`src/rtl/mc_control_if.sv`:
```
// Control-unit bus: opcode and memory handshake in, datapath controls and status out.
// The master side is the control FSM; the slave side is the datapath/instruction register.
interface mc_control_if #(
    parameter int CNT_W = 32
);
    logic [5:0]       op;
    logic             mem_ready;

    logic             IorD;
    logic             ALUSrcA;
    logic             IRWrite;
    logic             MemWrite;
    logic             PCWrite;
    logic             Branch;
    logic             BranchNE;
    logic             RegWrite;
    logic             RegDst;
    logic             MemtoReg;
    logic             ZeroExt;
    logic [1:0]       ALUSrcB;
    logic [1:0]       ALUOp;
    logic [1:0]       PCSrc;

    logic [3:0]       state_o;
    logic             illegal;
    logic             retire;
    logic [CNT_W-1:0] retired_count;

    modport master (
        input  op, mem_ready,
        output IorD, ALUSrcA, IRWrite, MemWrite, PCWrite, Branch, BranchNE,
               RegWrite, RegDst, MemtoReg, ZeroExt, ALUSrcB, ALUOp, PCSrc,
               state_o, illegal, retire, retired_count
    );

    modport slave (
        output op, mem_ready,
        input  IorD, ALUSrcA, IRWrite, MemWrite, PCWrite, Branch, BranchNE,
               RegWrite, RegDst, MemtoReg, ZeroExt, ALUSrcB, ALUOp, PCSrc,
               state_o, illegal, retire, retired_count
    );
endinterface

```
`src/rtl/mc_control_fsm.sv`:
```
// Multicycle MIPS control unit with memory wait states, optional bne/j/logic-immediate
// support, sticky illegal-opcode trap and a retired-instruction counter.
module mc_control_fsm #(
    parameter bit MEM_HANDSHAKE     = 1'b1,
    parameter bit SUPPORT_BNE       = 1'b1,
    parameter bit SUPPORT_JUMP      = 1'b1,
    parameter bit SUPPORT_LOGIC_IMM = 1'b1,
    parameter int CNT_W             = 32
) (
    input  logic         clk,
    input  logic         reset,
    mc_control_if.master bus
);

    typedef enum logic [3:0] {
        S_FETCH    = 4'd0,
        S_DECODE   = 4'd1,
        S_MEMADR   = 4'd2,
        S_MEMREAD  = 4'd3,
        S_MEMWB    = 4'd4,
        S_MEMWRITE = 4'd5,
        S_EXECUTE  = 4'd6,
        S_ALUWB    = 4'd7,
        S_BRANCH   = 4'd8,
        S_IMMEX    = 4'd9,
        S_IMMWB    = 4'd10,
        S_JUMP     = 4'd11,
        S_ILLEGAL  = 4'd12
    } state_t;

    localparam logic [5:0] OP_RTYPE = 6'b000000;
    localparam logic [5:0] OP_LW    = 6'b100011;
    localparam logic [5:0] OP_SW    = 6'b101011;
    localparam logic [5:0] OP_BEQ   = 6'b000100;
    localparam logic [5:0] OP_BNE   = 6'b000101;
    localparam logic [5:0] OP_ADDI  = 6'b001000;
    localparam logic [5:0] OP_ANDI  = 6'b001100;
    localparam logic [5:0] OP_ORI   = 6'b001101;
    localparam logic [5:0] OP_SLTI  = 6'b001010;
    localparam logic [5:0] OP_J     = 6'b000010;

    state_t           state_q;
    state_t           state_d;
    logic [5:0]       op_q;
    logic             illegal_q;
    logic [CNT_W-1:0] count_q;
    logic             rdy;
    logic             retire_c;
    logic             imm_zext;

    // Opcode dispatch out of DECODE; disabled optional opcodes trap like unknown ones.
    function automatic state_t decode_next(input logic [5:0] opc);
        state_t nxt;
        nxt = S_ILLEGAL;
        case (opc)
            OP_LW, OP_SW:         nxt = S_MEMADR;
            OP_RTYPE:             nxt = S_EXECUTE;
            OP_BEQ:               nxt = S_BRANCH;
            OP_BNE:               if (SUPPORT_BNE) nxt = S_BRANCH;
            OP_ADDI:              nxt = S_IMMEX;
            OP_ANDI, OP_ORI,
            OP_SLTI:              if (SUPPORT_LOGIC_IMM) nxt = S_IMMEX;
            OP_J:                 if (SUPPORT_JUMP) nxt = S_JUMP;
            default:              nxt = S_ILLEGAL;
        endcase
        return nxt;
    endfunction

    assign rdy      = bus.mem_ready | ~MEM_HANDSHAKE;
    assign imm_zext = (op_q == OP_ANDI) || (op_q == OP_ORI);

    always_ff @(posedge clk) begin
        if (reset) begin
            state_q   <= S_FETCH;
            op_q      <= 6'd0;
            illegal_q <= 1'b0;
            count_q   <= '0;
        end else begin
            state_q <= state_d;
            if (state_q == S_DECODE)
                op_q <= bus.op;
            if (state_q == S_ILLEGAL)
                illegal_q <= 1'b1;
            if (retire_c)
                count_q <= count_q + CNT_W'(1);
        end
    end

    always_comb begin
        state_d      = state_q;
        retire_c     = 1'b0;
        bus.IorD     = 1'b0;
        bus.ALUSrcA  = 1'b0;
        bus.IRWrite  = 1'b0;
        bus.MemWrite = 1'b0;
        bus.PCWrite  = 1'b0;
        bus.Branch   = 1'b0;
        bus.BranchNE = 1'b0;
        bus.RegWrite = 1'b0;
        bus.RegDst   = 1'b0;
        bus.MemtoReg = 1'b0;
        bus.ZeroExt  = 1'b0;
        bus.ALUSrcB  = 2'b00;
        bus.ALUOp    = 2'b00;
        bus.PCSrc    = 2'b00;

        case (state_q)
            S_FETCH: begin
                bus.ALUSrcB = 2'b01;
                bus.IRWrite = rdy;
                bus.PCWrite = rdy;
                if (rdy) state_d = S_DECODE;
            end
            S_DECODE: begin
                bus.ALUSrcB = 2'b11;
                state_d     = decode_next(bus.op);
            end
            S_MEMADR: begin
                bus.ALUSrcA = 1'b1;
                bus.ALUSrcB = 2'b10;
                state_d     = (op_q == OP_LW) ? S_MEMREAD : S_MEMWRITE;
            end
            S_MEMREAD: begin
                bus.IorD = 1'b1;
                if (rdy) state_d = S_MEMWB;
            end
            S_MEMWB: begin
                bus.MemtoReg = 1'b1;
                bus.RegWrite = 1'b1;
                retire_c     = 1'b1;
                state_d      = S_FETCH;
            end
            S_MEMWRITE: begin
                bus.IorD     = 1'b1;
                bus.MemWrite = rdy;
                retire_c     = rdy;
                if (rdy) state_d = S_FETCH;
            end
            S_EXECUTE: begin
                bus.ALUSrcA = 1'b1;
                bus.ALUOp   = 2'b10;
                state_d     = S_ALUWB;
            end
            S_ALUWB: begin
                bus.RegDst   = 1'b1;
                bus.RegWrite = 1'b1;
                retire_c     = 1'b1;
                state_d      = S_FETCH;
            end
            S_BRANCH: begin
                bus.ALUSrcA  = 1'b1;
                bus.ALUOp    = 2'b01;
                bus.PCSrc    = 2'b01;
                bus.Branch   = (op_q == OP_BEQ);
                bus.BranchNE = (op_q == OP_BNE);
                retire_c     = 1'b1;
                state_d      = S_FETCH;
            end
            S_IMMEX: begin
                bus.ALUSrcA = 1'b1;
                bus.ALUSrcB = 2'b10;
                bus.ALUOp   = (op_q == OP_ADDI) ? 2'b00 : 2'b11;
                bus.ZeroExt = imm_zext;
                state_d     = S_IMMWB;
            end
            S_IMMWB: begin
                bus.RegWrite = 1'b1;
                bus.ZeroExt  = imm_zext;
                retire_c     = 1'b1;
                state_d      = S_FETCH;
            end
            S_JUMP: begin
                bus.PCSrc   = 2'b10;
                bus.PCWrite = 1'b1;
                retire_c    = 1'b1;
                state_d     = S_FETCH;
            end
            S_ILLEGAL: begin
                state_d = S_ILLEGAL;
            end
            // Encodings 13-15 are unreachable but must still resolve to a known state.
            default: begin
                state_d = S_ILLEGAL;
            end
        endcase
    end

    assign bus.state_o       = state_q;
    assign bus.illegal       = illegal_q;
    assign bus.retire        = retire_c;
    assign bus.retired_count = count_q;

endmodule

```
`src/flat_wrapper.sv`:
```
// flat-port wrapper written by rule: the top's interface ports become plain ports
module mc_control_fsm_flat 
#(
    parameter bit MEM_HANDSHAKE     = 1'b1,
    parameter bit SUPPORT_BNE       = 1'b1,
    parameter bit SUPPORT_JUMP      = 1'b1,
    parameter bit SUPPORT_LOGIC_IMM = 1'b1,
    parameter int CNT_W             = 32
)
  (clk, reset, bus_op, bus_mem_ready, bus_IorD, bus_ALUSrcA, bus_IRWrite, bus_MemWrite, bus_PCWrite, bus_Branch, bus_BranchNE, bus_RegWrite, bus_RegDst, bus_MemtoReg, bus_ZeroExt, bus_ALUSrcB, bus_ALUOp, bus_PCSrc, bus_state_o, bus_illegal, bus_retire, bus_retired_count);
  mc_control_if #(.CNT_W(CNT_W)) bus_i ();
  input  logic clk;
  input  logic reset;
  input wire logic [$bits(bus_i.op)-1:0] bus_op;
  input wire logic [$bits(bus_i.mem_ready)-1:0] bus_mem_ready;
  output wire logic [$bits(bus_i.IorD)-1:0] bus_IorD;
  output wire logic [$bits(bus_i.ALUSrcA)-1:0] bus_ALUSrcA;
  output wire logic [$bits(bus_i.IRWrite)-1:0] bus_IRWrite;
  output wire logic [$bits(bus_i.MemWrite)-1:0] bus_MemWrite;
  output wire logic [$bits(bus_i.PCWrite)-1:0] bus_PCWrite;
  output wire logic [$bits(bus_i.Branch)-1:0] bus_Branch;
  output wire logic [$bits(bus_i.BranchNE)-1:0] bus_BranchNE;
  output wire logic [$bits(bus_i.RegWrite)-1:0] bus_RegWrite;
  output wire logic [$bits(bus_i.RegDst)-1:0] bus_RegDst;
  output wire logic [$bits(bus_i.MemtoReg)-1:0] bus_MemtoReg;
  output wire logic [$bits(bus_i.ZeroExt)-1:0] bus_ZeroExt;
  output wire logic [$bits(bus_i.ALUSrcB)-1:0] bus_ALUSrcB;
  output wire logic [$bits(bus_i.ALUOp)-1:0] bus_ALUOp;
  output wire logic [$bits(bus_i.PCSrc)-1:0] bus_PCSrc;
  output wire logic [$bits(bus_i.state_o)-1:0] bus_state_o;
  output wire logic [$bits(bus_i.illegal)-1:0] bus_illegal;
  output wire logic [$bits(bus_i.retire)-1:0] bus_retire;
  output wire logic [$bits(bus_i.retired_count)-1:0] bus_retired_count;
  assign bus_i.op = bus_op;
  assign bus_i.mem_ready = bus_mem_ready;
  assign bus_IorD = bus_i.IorD;
  assign bus_ALUSrcA = bus_i.ALUSrcA;
  assign bus_IRWrite = bus_i.IRWrite;
  assign bus_MemWrite = bus_i.MemWrite;
  assign bus_PCWrite = bus_i.PCWrite;
  assign bus_Branch = bus_i.Branch;
  assign bus_BranchNE = bus_i.BranchNE;
  assign bus_RegWrite = bus_i.RegWrite;
  assign bus_RegDst = bus_i.RegDst;
  assign bus_MemtoReg = bus_i.MemtoReg;
  assign bus_ZeroExt = bus_i.ZeroExt;
  assign bus_ALUSrcB = bus_i.ALUSrcB;
  assign bus_ALUOp = bus_i.ALUOp;
  assign bus_PCSrc = bus_i.PCSrc;
  assign bus_state_o = bus_i.state_o;
  assign bus_illegal = bus_i.illegal;
  assign bus_retire = bus_i.retire;
  assign bus_retired_count = bus_i.retired_count;
  mc_control_fsm #(.MEM_HANDSHAKE(MEM_HANDSHAKE), .SUPPORT_BNE(SUPPORT_BNE), .SUPPORT_JUMP(SUPPORT_JUMP), .SUPPORT_LOGIC_IMM(SUPPORT_LOGIC_IMM), .CNT_W(CNT_W)) u_core (.clk(clk), .reset(reset), .bus(bus_i));
endmodule
```
`config.mk`:
```
export PLATFORM = sky130hd
export DESIGN_NAME = mc_control_fsm_flat
export DESIGN_NICKNAME = d
export VERILOG_FILES = /design/src/rtl/mc_control_if.sv /design/src/rtl/mc_control_fsm.sv /design/src/flat_wrapper.sv
export SDC_FILE = /design/constraint.sdc
export NUM_CORES = 1
export LEC_CHECK = 0
export BUFFER_PORTS_ARGS = -buffer_cell sky130_fd_sc_hd__buf_2
export CORE_AREA = 2 2 80 82
export DETAILED_ROUTE_END_ITERATION = 7
export DIE_AREA = 0 0 82 84
export SKIP_LAST_GASP = 1
export SLEW_MARGIN = 20
export SYNTH_ARGS = -nofsm -noshare
export SYNTH_HDL_FRONTEND = slang
export SYNTH_SLANG_ARGS = --single-unit
```
`constraint.sdc`:
```
create_clock -name clk -period 2.2 [get_ports clk]
set_input_delay 0.33 -clock clk [delete_from_list [all_inputs] [get_ports clk]]
set_output_delay 0.33 -clock clk [all_outputs]
set_load 0.1 [all_outputs]
```
==> summary.txt <==
syn avg cell area: 7.794 um2
share of cells above drive strength 1: 38.71%
Syn Inst Count: 301
synthesized flop and latch total: 43
Vias/cell: 5.445
post-detail-place hpwl: 4611 um
crit path max fanout: 5
clock sinks: 43
RSZ-0062 raised after global routing: false
clock share of power: 27.6%
logic gate share of total power: 29.9%
Pins Over Slew Limit: 0
Setup Viol. Count Final: 0
TritonCTS buffer count: 5
gp weighted congestion: 0.7931
Static Leak: 1.254 nW
Power Dens Cells: 577.7 nW/um2
endpoints failing hold: 0
post-route ant nets: 0
Clock Skews: 0.009457 ns
VDD IR-drop max: 0.0003433 V
Tot GR Track Use: 19.08%
clock latency on the worst-skew pair: 0.30 ns
Post-CTS Setup Inserts: 0
Period Utilization, post-route: 95.23%
Setup Crit Path Kind: reg2out
max-cap violation count: 0
cts repair resizes: 1
met3 WL: 243 um
Net Sw Frac: 38.63%
drt drc: 0
crit path capture type: output port
total chip power: 1.874 mW
die width: 82 um
largest net degree at the start of global routing: 23
I/O pins: 64
Starting Density: 38.49%
FILL cells: 608
Finished Layout Cells: 449
DR WL met2: 2955 um
Die Span Y: 84 um
sw power: 723.7 uW
Seq/Total Area, Yosys: 36.69%
max layer used: met4
Area Overhead vs Synth: 38.24%
Worst-path clk slew: 0.09 ns
clock tree buffer depth: 2
number of flops mapped to enable cells by yosys: 0
Flop pwr share: 42.5%
Synth Warn #: 0
drt pass-1 iters: 4
diode count: 0
WL/cell: 13.74 um
# port buffers: 63
slew of the pin with the lowest slew margin: 0.4904 ns
antenna violations before repair: 0
worst hold path class: in2reg
final layout net count: 381
Fmax: 477.3 MHz
Cell Area, Synth: 2346 um2
Min Clock Period, post-route: 2.095 ns
DP Cell Count: 441
final worst-path setup slack: 0.1049 ns
H-tree levels: 2
CP startpoint kind: flip-flop
Die ar.: 6888 um2
ys flop type: dfxtp_1
# rows: 29
via count of the routed design: 2445
met1 WL: 2914 um
Int Pwr: 1.150 mW
Yosys cell types: 45
Synth Net Count: 311
Critical Path AT: 1.77 ns
Initial DRC Count: 112
vias in the first global route: 2260
total detailed-routing wirelength: 6170 um
Final Util: 53.20%
pre-CTS setup slack: 0.08960 ns
grt total ovfl: 0
Critical Path RT: 1.87 ns
CTS root buf: clkbuf_8
status: finished, final reports clean
Async SR Flop Fraction: 0%
first-pass GRT wire length: 10540 um
Hold Buf Count CTS: 0
Core Region: 6096 um2
CTS tree: done
Slew HR: 67.53%
==> metal layers <==
metal / track usage [%] / vias to the layer above
li1: - / 1241
met3: 3.463 / 5
met5: 0 / -
met4: 5.606 / 0
met2: 29.49 / 51
met1: 26.81 / 1148
==> synth_stat cells, drive strengths merged (3+ instances only) <==
library cell / count / area share [%]
a21oi: 24 / 5.1
and3: 5 / 1.3
and4: 6 / 2.2
buf: 5 / 1.5
clkbuf: 16 / 2.6
dfxtp: 43 / 37
inv: 3 / 0.48
nand2: 29 / 4.6
nand2b: 5 / 1.3
nand3: 7 / 1.5
nand4: 19 / 5.1
nor2: 35 / 5.6
nor2b: 6 / 1.6
nor3: 15 / 3.2
nor4: 3 / 0.80
o21ai: 13 / 2.8
o22ai: 3 / 0.80
o31ai: 6 / 1.9
or3: 9 / 2.4
or4: 8 / 2.7
xnor2: 8 / 3.0
xor2: 9 / 3.4
==> sequential cells by signal, summed over array words and instances, names as in the netlist <==
name and cells:
u_core.bus.state_o 4, u_core.bus.illegal 1, u_core.bus.retired_count 32, u_core.op_q 6
==> cell usage in the layout, fill, tap and decap left out, types with 6 or more instances in the layout <==
| master | n |
|---|---|
| xnor2_1 | 8 |
| buf_4 | 22 |
| xor2_1 | 9 |
| or4_1 | 6 |
| a21oi_1 | 24 |
| buf_12 | 6 |
| dfxtp_2 | 6 |
| nor2_1 | 30 |
| nor3_1 | 11 |
| dfxtp_1 | 15 |
| and4_1 | 6 |
| nand2_1 | 29 |
| buf_2 | 55 |
| dfxtp_4 | 22 |
| nand4_1 | 19 |
| or3_1 | 9 |
| nand3_1 | 7 |
| o31ai_1 | 6 |
| o21ai_0 | 13 |
==> cells by family (layout without fill, tap and decap cells) <==
kind of cell / Yosys count / count (layout) / synth area share, %
mux: 3 / 3 / 1.493
buf+inv: 24 / 95 / 4.587
compound gates: 59 / 59 / 15.79
fa+ha+maj: 1 / 1 / 0.5332
simple gates: 154 / 154 / 34.56
flops: 43 / 43 / 36.69
xor+xnor: 17 / 17 / 6.347
==> per-stage QoR <==
step                instance area (um2)  hold WS, ns  TNS, ns
floorplan                          2638       0.4491  -0.7011
global placement                   3138       0.4523        0
detailed placement                 3138       0.4553        0
CTS                                3231       0.2928        0
global route                       3243       0.2977        0
finish                             3243       0.3010        0
==> layout make-up <==
type	count	area [um2]	area share, %
multi-input combinational	234	1526	47.07
sequential	43	950.9	29.32
tap	77	96.34	2.971
timing repair buffer	84	568.0	17.52
clock buffer	5	68.82	2.122
inverter	3	11.26	0.3472
clock inverter	3	21.27	0.6559
==> critical path, stage by stage, from the launching register on <==
cell and delay, ns:
dfxtp_1 0.46, nor2_1 0.07, and3_1 0.25, a211oi_4 0.24, buf_2 0.45
==> power by group through the flow <==
stage / clock [mW] / combinational, mW / sequential, mW
after global placement: 0 / 0.558 / 0.815
final: 0.517 / 0.559 / 0.797
after detailed placement: 0 / 0.560 / 0.815
after floorplan: 0 / 0.383 / 0.884
after CTS: 0.542 / 0.561 / 0.796
after global routing: 0.575 / 0.594 / 0.801
==> final timing paths <==
check / startpoint / endpoint / slack, ns / cells after the start
worst max-delay path: u_core.op_q[0] / bus_ALUOp[0] / 0.10 / 4
worst min-delay path: bus_op[1] / u_core.op_q[1] / 0.30 / 3
worst max register to register: u_core.bus.retired_count[2] / u_core.bus.retired_count[17] / 0.13 / 6
worst min register to register: u_core.bus.illegal / u_core.bus.illegal / 0.47 / 2
No activity file was read; power rests on OpenSTA's default activity.
